File: src/rtl/uart_tx_driver.sv
// ============================================================================
// Module   : uart_tx_driver
// Purpose  : FIFO-buffered UART transmitter that injects console characters
//            onto the SoC io_uart_rx pin as fixed-rate serial frames.
// Revision : 1.0 - initial release
// ============================================================================
`default_nettype none

module uart_tx_driver #(
    parameter int CLK_DIV    = 16,
    parameter int DATA_BITS  = 8,
    parameter int PARITY     = 0,
    parameter int STOP_BITS  = 1,
    parameter int FIFO_DEPTH = 16
) (
    input  logic                          clock,
    input  logic                          reset,
    input  logic                          in_valid,
    input  logic [7:0]                    in_data,
    output logic                          in_ready,
    output logic                          STX,
    output logic                          busy,
    output logic [$clog2(FIFO_DEPTH):0]   fifo_level,
    output logic [31:0]                   tx_count
);

    localparam int PTR_W  = $clog2(FIFO_DEPTH);
    localparam int BAUD_W = $clog2(CLK_DIV);

    localparam logic [BAUD_W-1:0] c_BAUD_RELOAD = BAUD_W'(CLK_DIV - 1);
    localparam logic [PTR_W:0]    c_FULL_LEVEL  = (PTR_W + 1)'(FIFO_DEPTH);
    localparam logic [2:0]        c_LAST_BIT    = 3'(DATA_BITS - 1);
    localparam logic              c_LAST_STOP   = 1'(STOP_BITS - 1);

    localparam logic [2:0] S_IDLE  = 3'd0;
    localparam logic [2:0] S_START = 3'd1;
    localparam logic [2:0] S_DATA  = 3'd2;
    localparam logic [2:0] S_PAR   = 3'd3;
    localparam logic [2:0] S_STOP  = 3'd4;

    logic [2:0]        r_state;
    logic [2:0]        w_next_state;
    logic [7:0]        r_mem [FIFO_DEPTH];
    logic [PTR_W-1:0]  r_wr_ptr;
    logic [PTR_W-1:0]  r_rd_ptr;
    logic [PTR_W:0]    r_level;
    logic [BAUD_W-1:0] r_baud;
    logic [2:0]        r_bit_cnt;
    logic              r_stop_cnt;
    logic [7:0]        r_shift;
    logic              r_parity;
    logic [31:0]       r_tx_count;
    logic              r_stx_unused;

    logic w_full;
    logic w_empty;
    logic w_push;
    logic w_pop;
    logic w_bit_end;
    logic w_frame_done;
    logic w_par_bit;

    assign w_full       = (r_level == c_FULL_LEVEL);
    assign w_empty      = (r_level == '0);
    assign w_push       = in_valid && !w_full;
    assign w_bit_end    = (r_baud == '0);
    assign w_frame_done = (r_state == S_STOP) && w_bit_end && (r_stop_cnt == c_LAST_STOP);
    // A new frame is fetched either from idle or seamlessly at the end of the last stop bit.
    assign w_pop        = !w_empty && ((r_state == S_IDLE) || w_frame_done);
    assign w_par_bit    = (PARITY == 1) ? ~r_parity : r_parity;

    assign in_ready   = !w_full;
    assign busy       = (r_state != S_IDLE) || !w_empty;
    assign fifo_level = r_level;
    assign tx_count   = r_tx_count;

    // FIFO storage carries no reset; occupancy alone defines validity.
    always_ff @(posedge clock) begin
        if (w_push) begin
            r_mem[r_wr_ptr] <= in_data;
        end
    end

    always_ff @(posedge clock or posedge reset) begin
        if (reset) begin
            r_wr_ptr <= '0;
            r_rd_ptr <= '0;
            r_level  <= '0;
        end else begin
            if (w_push) begin
                r_wr_ptr <= r_wr_ptr + 1'b1;
            end
            if (w_pop) begin
                r_rd_ptr <= r_rd_ptr + 1'b1;
            end
            case ({w_push, w_pop})
                2'b10:   r_level <= r_level + 1'b1;
                2'b01:   r_level <= r_level - 1'b1;
                default: r_level <= r_level;
            endcase
        end
    end

    always_ff @(posedge clock or posedge reset) begin
        if (reset) begin
            r_state <= S_IDLE;
        end else begin
            r_state <= w_next_state;
        end
    end

    always_comb begin
        w_next_state = r_state;
        case (r_state)
            S_IDLE: begin
                if (!w_empty) begin
                    w_next_state = S_START;
                end
            end
            S_START: begin
                if (w_bit_end) begin
                    w_next_state = S_DATA;
                end
            end
            S_DATA: begin
                if (w_bit_end && (r_bit_cnt == c_LAST_BIT)) begin
                    w_next_state = (PARITY != 0) ? S_PAR : S_STOP;
                end
            end
            S_PAR: begin
                if (w_bit_end) begin
                    w_next_state = S_STOP;
                end
            end
            S_STOP: begin
                if (w_frame_done) begin
                    w_next_state = w_empty ? S_IDLE : S_START;
                end
            end
            default: w_next_state = S_IDLE;
        endcase
    end

    always_comb begin
        STX          = 1'b1;
        r_stx_unused = 1'b0;
        case (r_state)
            S_IDLE:  STX = 1'b1;
            S_START: STX = 1'b0;
            S_DATA:  STX = r_shift[0];
            S_PAR:   STX = w_par_bit;
            S_STOP:  STX = 1'b1;
            default: STX = 1'b1;
        endcase
    end

    // Baud, bit and stop counters plus the shift/parity datapath.
    always_ff @(posedge clock or posedge reset) begin
        if (reset) begin
            r_baud     <= c_BAUD_RELOAD;
            r_bit_cnt  <= '0;
            r_stop_cnt <= 1'b0;
            r_shift    <= '0;
            r_parity   <= 1'b0;
            r_tx_count <= '0;
        end else begin
            if ((r_state == S_IDLE) || w_bit_end) begin
                r_baud <= c_BAUD_RELOAD;
            end else begin
                r_baud <= r_baud - 1'b1;
            end

            if (r_state != S_DATA) begin
                r_bit_cnt <= '0;
            end else if (w_bit_end) begin
                r_bit_cnt <= r_bit_cnt + 1'b1;
            end

            if (r_state != S_STOP) begin
                r_stop_cnt <= 1'b0;
            end else if (w_bit_end) begin
                r_stop_cnt <= ~r_stop_cnt;
            end

            if (w_pop) begin
                r_shift  <= r_mem[r_rd_ptr];
                r_parity <= 1'b0;
            end else if ((r_state == S_DATA) && w_bit_end) begin
                r_shift  <= {1'b0, r_shift[7:1]};
                r_parity <= r_parity ^ r_shift[0];
            end

            if (w_frame_done) begin
                r_tx_count <= r_tx_count + 32'd1;
            end
        end
    end

endmodule

`default_nettype wire

File: config.mk
export PLATFORM = sky130hd
export DESIGN_NAME = uart_tx_driver
export DESIGN_NICKNAME = d
export VERILOG_FILES = /design/src/rtl/uart_tx_driver.sv
export SDC_FILE = /design/constraint.sdc
export NUM_CORES = 1
export LEC_CHECK = 0
export CAP_MARGIN = 20
export CORE_MARGIN = 5
export CORE_UTILIZATION = 26
export CTS_BUF_LIST = sky130_fd_sc_hd__clkbuf_8
export DETAILED_ROUTE_END_ITERATION = 8
export SLEW_MARGIN = 10
export SYNTH_ARGS = -nofsm -noshare
export SYNTH_HDL_FRONTEND = slang
export SYNTH_SLANG_ARGS = --single-unit
File: constraint.sdc
create_clock -name clock -period 3.7 [get_ports clock]
set_clock_uncertainty 0.1 [all_clocks]
set_input_delay 0.555 -clock clock [delete_from_list [all_inputs] [get_ports clock]]
set_output_delay 0.555 -clock clock [all_outputs]
set_load 0.03 [all_outputs]
==> results.txt, run 1 <==
- The flow ran to the end, and the final reports show no timing, DRC or antenna violations.
- For this design the top-level I/O count stands at 51.
- In the routed layout, each cell is associated on average with a via count of 4.504.
- Rel. slew slack: 36.23%
- Internal power comes to 3319 uW.
* Count of synthesis-stage warnings from yosys: 0
- Hold WC Path Type: reg2reg
* Quantity of I/O buffers inserted on ports: 50
- For this block, the routed nets add up to 16450 um of wire.
* Psw: 1312 uW
* Clock tree root driver cell: sky130_fd_sc_hd__clkbuf_8
- Antenna diodes: 0
- WS Path Type: reg2reg
* Gate Count Post-Synth: 516
- Synthesis produced a netlist with a net count of 541.
* Hold-fix buffer count after cts: 0
- STA puts the critical path data required time at 3960 ps.
- Maximum clock frequency: 305.1 MHz
- Share of total power in sequential cells: 56.4%
- Worst slew pin tran: 951.4 ps
- The initial antenna violation count is 0.
- Global routing consumed, over all layers together, 9.646% of the routing resources.
- Clock tree from TritonCTS: built
- The congestion estimate from routability-driven global placement came to 0.7433.
- Setup-failing EPs final: 0
- The floorplan step defined a die boundary enclosing 35020 um^2.
- Clock transition time at the flip-flop clock pins of the worst setup and hold paths: 120 ps
- STA classifies the critical path endpoint as a register.
- Clock tree synthesis found a total of 193 sinks.
- Fraction of layout instances using a drive strength above 1: 17.91%
- The number of clock buffers added by TritonCTS is 17.
- Sequential-to-total area share from yosys stat: 67.12%
- The detailed router finished its first iteration with 349 violations.
- Number of nets in the finished design: 615
- RSZ-0062 raised after global routing: false
* First-pass GRT wire length: 26860 um
- Total count of max-transition violations in the final report: 0
* Unique cell type count in the Yosys netlist: 50
- The worst path uses 88.60% of the clock period.
* Number of rows in the core area: 64
- Dividing the detail-routed wire length by the instance count gives 16.46 um.
* Setup Buffers After CTS: 0
- In this run the mean area of a mapped cell was 15.81 um^2.
- The number of hold violations in the final report is 0.
- The H-tree generated during clock tree synthesis spans 4 levels.
- Initial Util: 26.53%
- Entering global routing, the biggest net connects 34 pins.
* Number of cells upsized or downsized after cts: 0
* Sw Ratio: 28.34%
- The core region is 30750 um^2.
- Buffer levels on the longest clock path: 2
* Worst setup SP type: register
- Overflow left after global routing: 0
* Async set-or-reset flop fraction in the synthesized netlist: 33.68%
- Measured along the y axis, the die boundary spans 187.1 um.
- Count of maximum capacitance violations: 0
- HPWL after DPL: 11060 um
- Synth-to-layout area growth: 19.13%
* Number of detailed-routing iterations run before antenna repair: 4
* CP Max Fanout: 9
* Setup TNS: 0 ps
- Number of global-route vias before repair: 4657
- At the later pin of the worst-skew pair, clock insertion delay measures 470 ps.
- The share of total power dissipated in combinational logic is 12.1%.
* Power per Cell Area: 476.5 nW/um^2
- In the synthesized netlist the dominant register cell turns out to be sky130_fd_sc_hd__edfxtp_1.
- ANT nets after route: 0
- Die X-Extent: 187.1 um
- The synthesized design contains 128 enable-type register cells.
- Final routed DRC violation total: 0
- Final critical delay including setup and external delays: 3278 ps
- Cell area after synthesis: 8158 um^2
- In this run, synthesis produced a sequential element count of 193.
- For this design the static power due to leakage is 0.003420 uW.
* Data arrival time at the worst-slack endpoint: 3540 ps
* Fraction of power consumed by the clock network: 31.5%
- Vias: 4499
* Maximum ir drop on the vdd rail: 0.0002267 V
- Final cell utilization of the core: 31.60%
[final cells by class]
type	instances	area (um^2)
fill	3024	21030
multi-input combinational	285	2522
clock buffer	17	234.0
sequential	193	5477
inverter	13	48.80
timing repair buffer	80	738.2
clock inverter	15	202.7
tap	396	495.5
[state kept, by name, indices dropped and copies added, names as in the netlist]
signal      flops
fifo_level      5
r_baud          4
r_bit_cnt       3
r_mem         128
r_parity        1
r_rd_ptr        4
r_shift         8
r_state         3
r_stop_cnt      1
r_wr_ptr        4
tx_count       32
[worst paths after layout]
path | start | to | slack (ps) | cells past startpoint
hold reg to reg | r_baud[0] | r_baud[0] | 370 | 1
hold / removal | r_baud[0] | r_baud[0] | 370 | 1
max in group asynchronous | reset | r_baud[0] | 2370 | 3
setup reg to reg | r_baud[0] | fifo_level[4] | 420 | 12
setup / recovery | r_baud[0] | fifo_level[4] | 420 | 12
min in group asynchronous | reset | tx_count[21] | 420 | 2
[synthesized netlist by cell type, types with 10 or more instances]
| cell | n | area (um^2) |
|---|---|---|
| sky130_fd_sc_hd__edfxtp_1 | 128 | 3844 |
| sky130_fd_sc_hd__dfrtp_1 | 61 | 1526 |
| sky130_fd_sc_hd__xnor2_1 | 39 | 341.6 |
| sky130_fd_sc_hd__mux4_2 | 32 | 720.7 |
| sky130_fd_sc_hd__nor2_1 | 26 | 97.59 |
| sky130_fd_sc_hd__nand2_1 | 25 | 93.84 |
| sky130_fd_sc_hd__mux2i_1 | 18 | 180.2 |
| sky130_fd_sc_hd__nand3_1 | 17 | 85.08 |
| sky130_fd_sc_hd__nand4_1 | 17 | 106.4 |
| sky130_fd_sc_hd__ha_1 | 14 | 175.2 |
| sky130_fd_sc_hd__inv_1 | 13 | 48.80 |
| sky130_fd_sc_hd__buf_2 | 10 | 50.05 |
[logic make-up (layout without fill, tap and decap cells)]
logic type / after synthesis / count (layout) / synth area share [%]
compound gates: 38 / 38 / 3.405
xor+xnor: 46 / 46 / 4.939
fa+ha+maj: 14 / 14 / 2.147
mux: 53 / 53 / 11.46
simple gates: 134 / 134 / 8.896
buf+inv: 38 / 125 / 2.040
flops: 193 / 193 / 67.12
[placed cells by master, fill, tap and decap left out, types with 5 or more instances in the layout]
cell | synthesis | layout
sky130_fd_sc_hd__a2111oi_0 | 7 | 7
sky130_fd_sc_hd__a21oi_1 | 6 | 6
sky130_fd_sc_hd__a221oi_1 | 7 | 7
sky130_fd_sc_hd__and3_1 | 6 | 6
sky130_fd_sc_hd__and4_1 | 5 | 5
sky130_fd_sc_hd__buf_4 | 1 | 29
sky130_fd_sc_hd__clkbuf_8 | 0 | 17
sky130_fd_sc_hd__clkdlybuf4s50_1 | 0 | 50
sky130_fd_sc_hd__dfrtp_1 | 61 | 60
sky130_fd_sc_hd__edfxtp_1 | 128 | 128
sky130_fd_sc_hd__ha_1 | 14 | 14
sky130_fd_sc_hd__inv_1 | 13 | 12
sky130_fd_sc_hd__mux2i_1 | 18 | 18
sky130_fd_sc_hd__mux4_2 | 32 | 32
sky130_fd_sc_hd__nand2_1 | 25 | 25
sky130_fd_sc_hd__nand3_1 | 17 | 17
sky130_fd_sc_hd__nand4_1 | 17 | 17
sky130_fd_sc_hd__nor2_1 | 26 | 26
sky130_fd_sc_hd__nor2b_1 | 8 | 8
sky130_fd_sc_hd__nor3_1 | 7 | 7
sky130_fd_sc_hd__o21ai_0 | 8 | 8
sky130_fd_sc_hd__xnor2_1 | 39 | 39
sky130_fd_sc_hd__xor2_1 | 7 | 7
[through the flow]
stage               hold slack [ps]  power, uW  cell area, um^2  instances  setup WS [ps]
finish                        373.2       4631             9718        999          421.9
global route                  383.4       4861             9718        999          228.9
CTS                           376.5       4699             9718        999          428.9
detailed placement            350.9       3226             9281        967          445.3
global placement              340.7       3211             9281        967          509.2
floorplan                     328.1       2977             8158        516          606.6
[critical path: stages, from the launching register on]
cell and delay [ps]:
sky130_fd_sc_hd__dfstp_2 390, sky130_fd_sc_hd__inv_1 70, sky130_fd_sc_hd__ha_1 170, sky130_fd_sc_hd__or4b_4 510, sky130_fd_sc_hd__a221o_1 390, sky130_fd_sc_hd__inv_1 180, sky130_fd_sc_hd__ha_1 380, sky130_fd_sc_hd__xor2_1 120
sky130_fd_sc_hd__ha_1 230, sky130_fd_sc_hd__o211a_1 230, sky130_fd_sc_hd__o31ai_1 200, sky130_fd_sc_hd__a31oi_1 90, sky130_fd_sc_hd__xnor2_1 150
[power groups by stage]
| stage | combinational [uW] | clock [uW] | sequential [uW] |
|---|---|---|---|
| final | 561 | 1460 | 2610 |
| after global routing | 620 | 1610 | 2630 |
| after CTS | 572 | 1520 | 2610 |
| after detailed placement | 570 | 0 | 2660 |
| after global placement | 560 | 0 | 2650 |
| after floorplan | 321 | 0 | 2660 |
[per-layer routing]
| metal | GRT usage, % | up-vias | wire length, um |
|---|---|---|---|
| li1 | - | 2118 | - |
| met1 | 13.17 | 2309 | 7861 |
| met2 | 15.51 | 59 | 7959 |
| met3 | 2.072 | 13 | 423 |
| met4 | 2.901 | 0 | 201 |
| met5 | 0 | - | 0 |
(Power assumes the default switching activity.)
==> inputs of run 2 (changes only) <==
--- a/config.mk
+++ b/config.mk
@@ -9,6 +9,7 @@
 export CORE_MARGIN = 5
 export CORE_UTILIZATION = 26
 export CTS_BUF_LIST = sky130_fd_sc_hd__clkbuf_8
+export CTS_CLUSTER_DIAMETER = 30
 export DETAILED_ROUTE_END_ITERATION = 8
 export SLEW_MARGIN = 10
 export SYNTH_ARGS = -nofsm -noshare
==> results of run 2 <==
The final DEF is identical to that of run 1; final timing and power are the same.
==> inputs of run 3 (changes only) <==
==> constraint.sdc (replaced) <==
create_clock -name clock -period 3.7 [get_ports clock]
set_clock_uncertainty 0.1 [all_clocks]
set_input_delay 0.555 -clock clock [delete_from_list [all_inputs] [get_ports clock]]
set_output_delay 0.555 -clock clock [all_outputs]
set_load 0.1 [all_outputs]
==> results.txt, run 3 (synthesized netlist as in run 1, its figures left out) <==
* Outcome: completed (unchanged)
- Leak pwr: 0.003406 uW (was 0.003420 uW)
- The insertion delay of the later-clocked pin in the worst-skew pair was 470 ps (about the same).
- HPWL after DPL: 10840 um (was 11060 um)
- Final critical delay including setup and external delays: 3231 ps (was 3278 ps)
* Hold-fix buffer count after cts: 0 (unchanged)
- Final routed DRC violation total: 0 (unchanged)
- The sum of routed wire length over all layers was 16590 um (was 16450 um).
* Source of the worst hold timing path: r_baud[0] (unchanged)
- The required time of the critical path came to 3970 ps (was 3960 ps).
* Worst slew pin tran: 1032 ps (was 951.4 ps)
- Quantity of I/O buffers inserted on ports: 50 (unchanged)
* Placeable core region: 30750 um^2 (unchanged)
* Overflow left after global routing: 0 (unchanged)
* Global-route track usage on met2: 14.87% (was 15.51%)
* Setup-failing EPs final: 0 (unchanged)
* Worst setup SP type: register (unchanged)
* Fraction of layout instances using a drive strength above 1: 18.27% (was 17.91%)
- The number of violations reported at the end of detailed-routing iteration 0 is 308 (was 349).
- Data arrival time at the worst-slack endpoint: 3500 ps (was 3540 ps)
* Number of nets in the finished design: 614 (was 615)
- Clock tree root driver cell: sky130_fd_sc_hd__clkbuf_8 (unchanged)
- The number of pins with negative max-slew slack in the final report is 0 (unchanged).
- Setup TNS: 0 ps (unchanged)
* Synth-to-layout area growth: 18.82% (was 19.13%)
- Clock transition time at the flip-flop clock pins of the worst setup and hold paths: 120 ps (about the same)
- Maximum number of pins on one net before global-route repair: 66 (was 34)
* Top reg by flops: r_mem (unchanged)
- RSZ-0062 raised after global routing: false (unchanged)
- Chip height: 187.1 um (unchanged)
- The number of gates resized after CTS came to 0 (unchanged).
* Initial antenna violation count: 0 (unchanged)
- Drt via density: 4.546 (was 4.504)
- The total power per unit cell area is 486.6 nW/um^2 (was 476.5 nW/um^2).
- Most frequent cells in the layout: sky130_fd_sc_hd__edfxtp_1, sky130_fd_sc_hd__dfrtp_1, sky130_fd_sc_hd__clkdlybuf4s50_1 (unchanged).
- Pre-CTS setup slack: 444.4 ps (was 445.3 ps)
* Initial Util: 26.53% (unchanged)
- Die X-Extent: 187.1 um (unchanged)
* Maximum ir drop on the vdd rail: 0.0002697 V (was 0.0002267 V)
- The final antenna-violating net count came to 0 (unchanged).
- Average detailed-routed wire length per instance: 16.62 um (was 16.46 um)
- Flip-flop count of the largest register, all copies and words added: 128 (unchanged)
- Type of destination of the critical path: register (unchanged)
- The number of hold violations in the final report is 0 (unchanged).
* GRT met1 Usage: 13.70% (was 13.17%)
- The area of the die was 35020 um^2 (unchanged).
- Commonest non-fill, non-tap cell in the layout: sky130_fd_sc_hd__edfxtp_1 (unchanged)
* WS Path Type: reg2reg (unchanged)
* Number of fill cells in the layout: 3060 (was 3024)
- The path class of the lowest-slack min-delay path was reg2reg (unchanged).
- GP Congestion: 0.7291 (was 0.7433)
- The number of top-level pins came to 51 (unchanged).
- The maximum number of buffers from clock root to sink came to 2 (unchanged).
- Number of global-route vias before repair: 4671 (was 4657)
- The CTS tree was built (unchanged).
- H-tree Lvls: 4 (unchanged)
* Maximum clock frequency: 309.5 MHz (was 305.1 MHz)
- Number of buffers created by CTS: 17 (unchanged)
- The number of core rows was 64 (unchanged).
- The count of max-cap constraint violations was 0 (unchanged).
* Aggregate global-route resource usage: 9.603% (was 9.646%)
- The origin of the critical flop-to-flop path is r_baud[0] (unchanged).
* First-pass GRT wire length: 26770 um (was 26860 um)
- The source of the critical timing path is r_baud[0] (unchanged).
- The number of clock sinks is 193 (unchanged).
- Vias: 4537 (was 4499)
- Slack of the critical path: 469.4 ps (was 421.9 ps)
- Number of detailed-routing iterations run before antenna repair: 4 (unchanged)
- Met3 routing resource usage after global routing: 1.885% (was 2.072%)
- Antenna diodes: 0 (unchanged)
* Setup Buffers After CTS: 0 (unchanged)
- Most crowded layer after global routing: met2 (unchanged)
- CP Max Fanout: 9 (unchanged)
- Rel. slew slack: 30.97% (was 36.23%)
- The final worst-path cycle share was 87.31% (was 88.60%).
## run 3: metal layers
metal  share of wire, %  wire length, um
met1                 48             7933
met2                 47             7849
met3                3.9              644
met4               0.96              160
met5                  0                0
## run 3: path summary, 6_finish.rpt
path | endpoint | slack, ps | depth (start not counted)
hold / removal | r_baud[0] | 370 | 1
setup / recovery | fifo_level[4] | 470 | 12
max in group asynchronous | r_rd_ptr[2] | 2320 | 3
min in group asynchronous | tx_count[21] | 540 | 3
setup reg to reg | fifo_level[4] | 470 | 12
hold reg to reg | r_baud[0] | 370 | 1
## run 3: cell type report
type | instances | area, um^2 | share of cell area, %
clock inverters | 15 | 182.7 | 1.885
repair buffers | 79 | 733.2 | 7.564
multi-input cells | 285 | 2522 | 26.02
inverters | 13 | 48.80 | 0.5034
flip-flops and latches | 193 | 5477 | 56.50
well taps | 396 | 495.5 | 5.112
clock buffers | 17 | 234.0 | 2.414
## run 3: worst max-delay path, stage by stage (launching register included)
cell	delay [ps]
sky130_fd_sc_hd__dfstp_2	390
sky130_fd_sc_hd__inv_1	70
sky130_fd_sc_hd__ha_1	170
sky130_fd_sc_hd__or4b_4	510
sky130_fd_sc_hd__a221o_1	380
sky130_fd_sc_hd__inv_1	170
sky130_fd_sc_hd__ha_1	370
sky130_fd_sc_hd__xor2_1	110
sky130_fd_sc_hd__ha_1	220
sky130_fd_sc_hd__o211a_1	230
sky130_fd_sc_hd__o31ai_1	190
sky130_fd_sc_hd__a31oi_1	80
sky130_fd_sc_hd__xnor2_1	140
## run 3: per-stage QoR
stage / cells / total power (uW) / util [%] / hold slack, ps / instance area (um^2)
final: 998 / 4716 / 31.52 / 370.5 / 9693
after global routing: 998 / 4938 / 31.52 / 382.3 / 9693
after CTS: 997 / 4785 / 31.47 / 375.9 / 9678
after detailed placement: 965 / 3376 / 30.12 / 347.0 / 9261
after global placement: 965 / 3364 / 30.12 / 341.0 / 9261
after floorplan: 516 / 3129 / - / 328.1 / 8158
## run 3: where the power goes
group | internal [uW] | switching [uW]
Clock | 525 | 874
Combinational | 225 | 485
Sequential | 2500 | 111
Total | 3250 | 1470
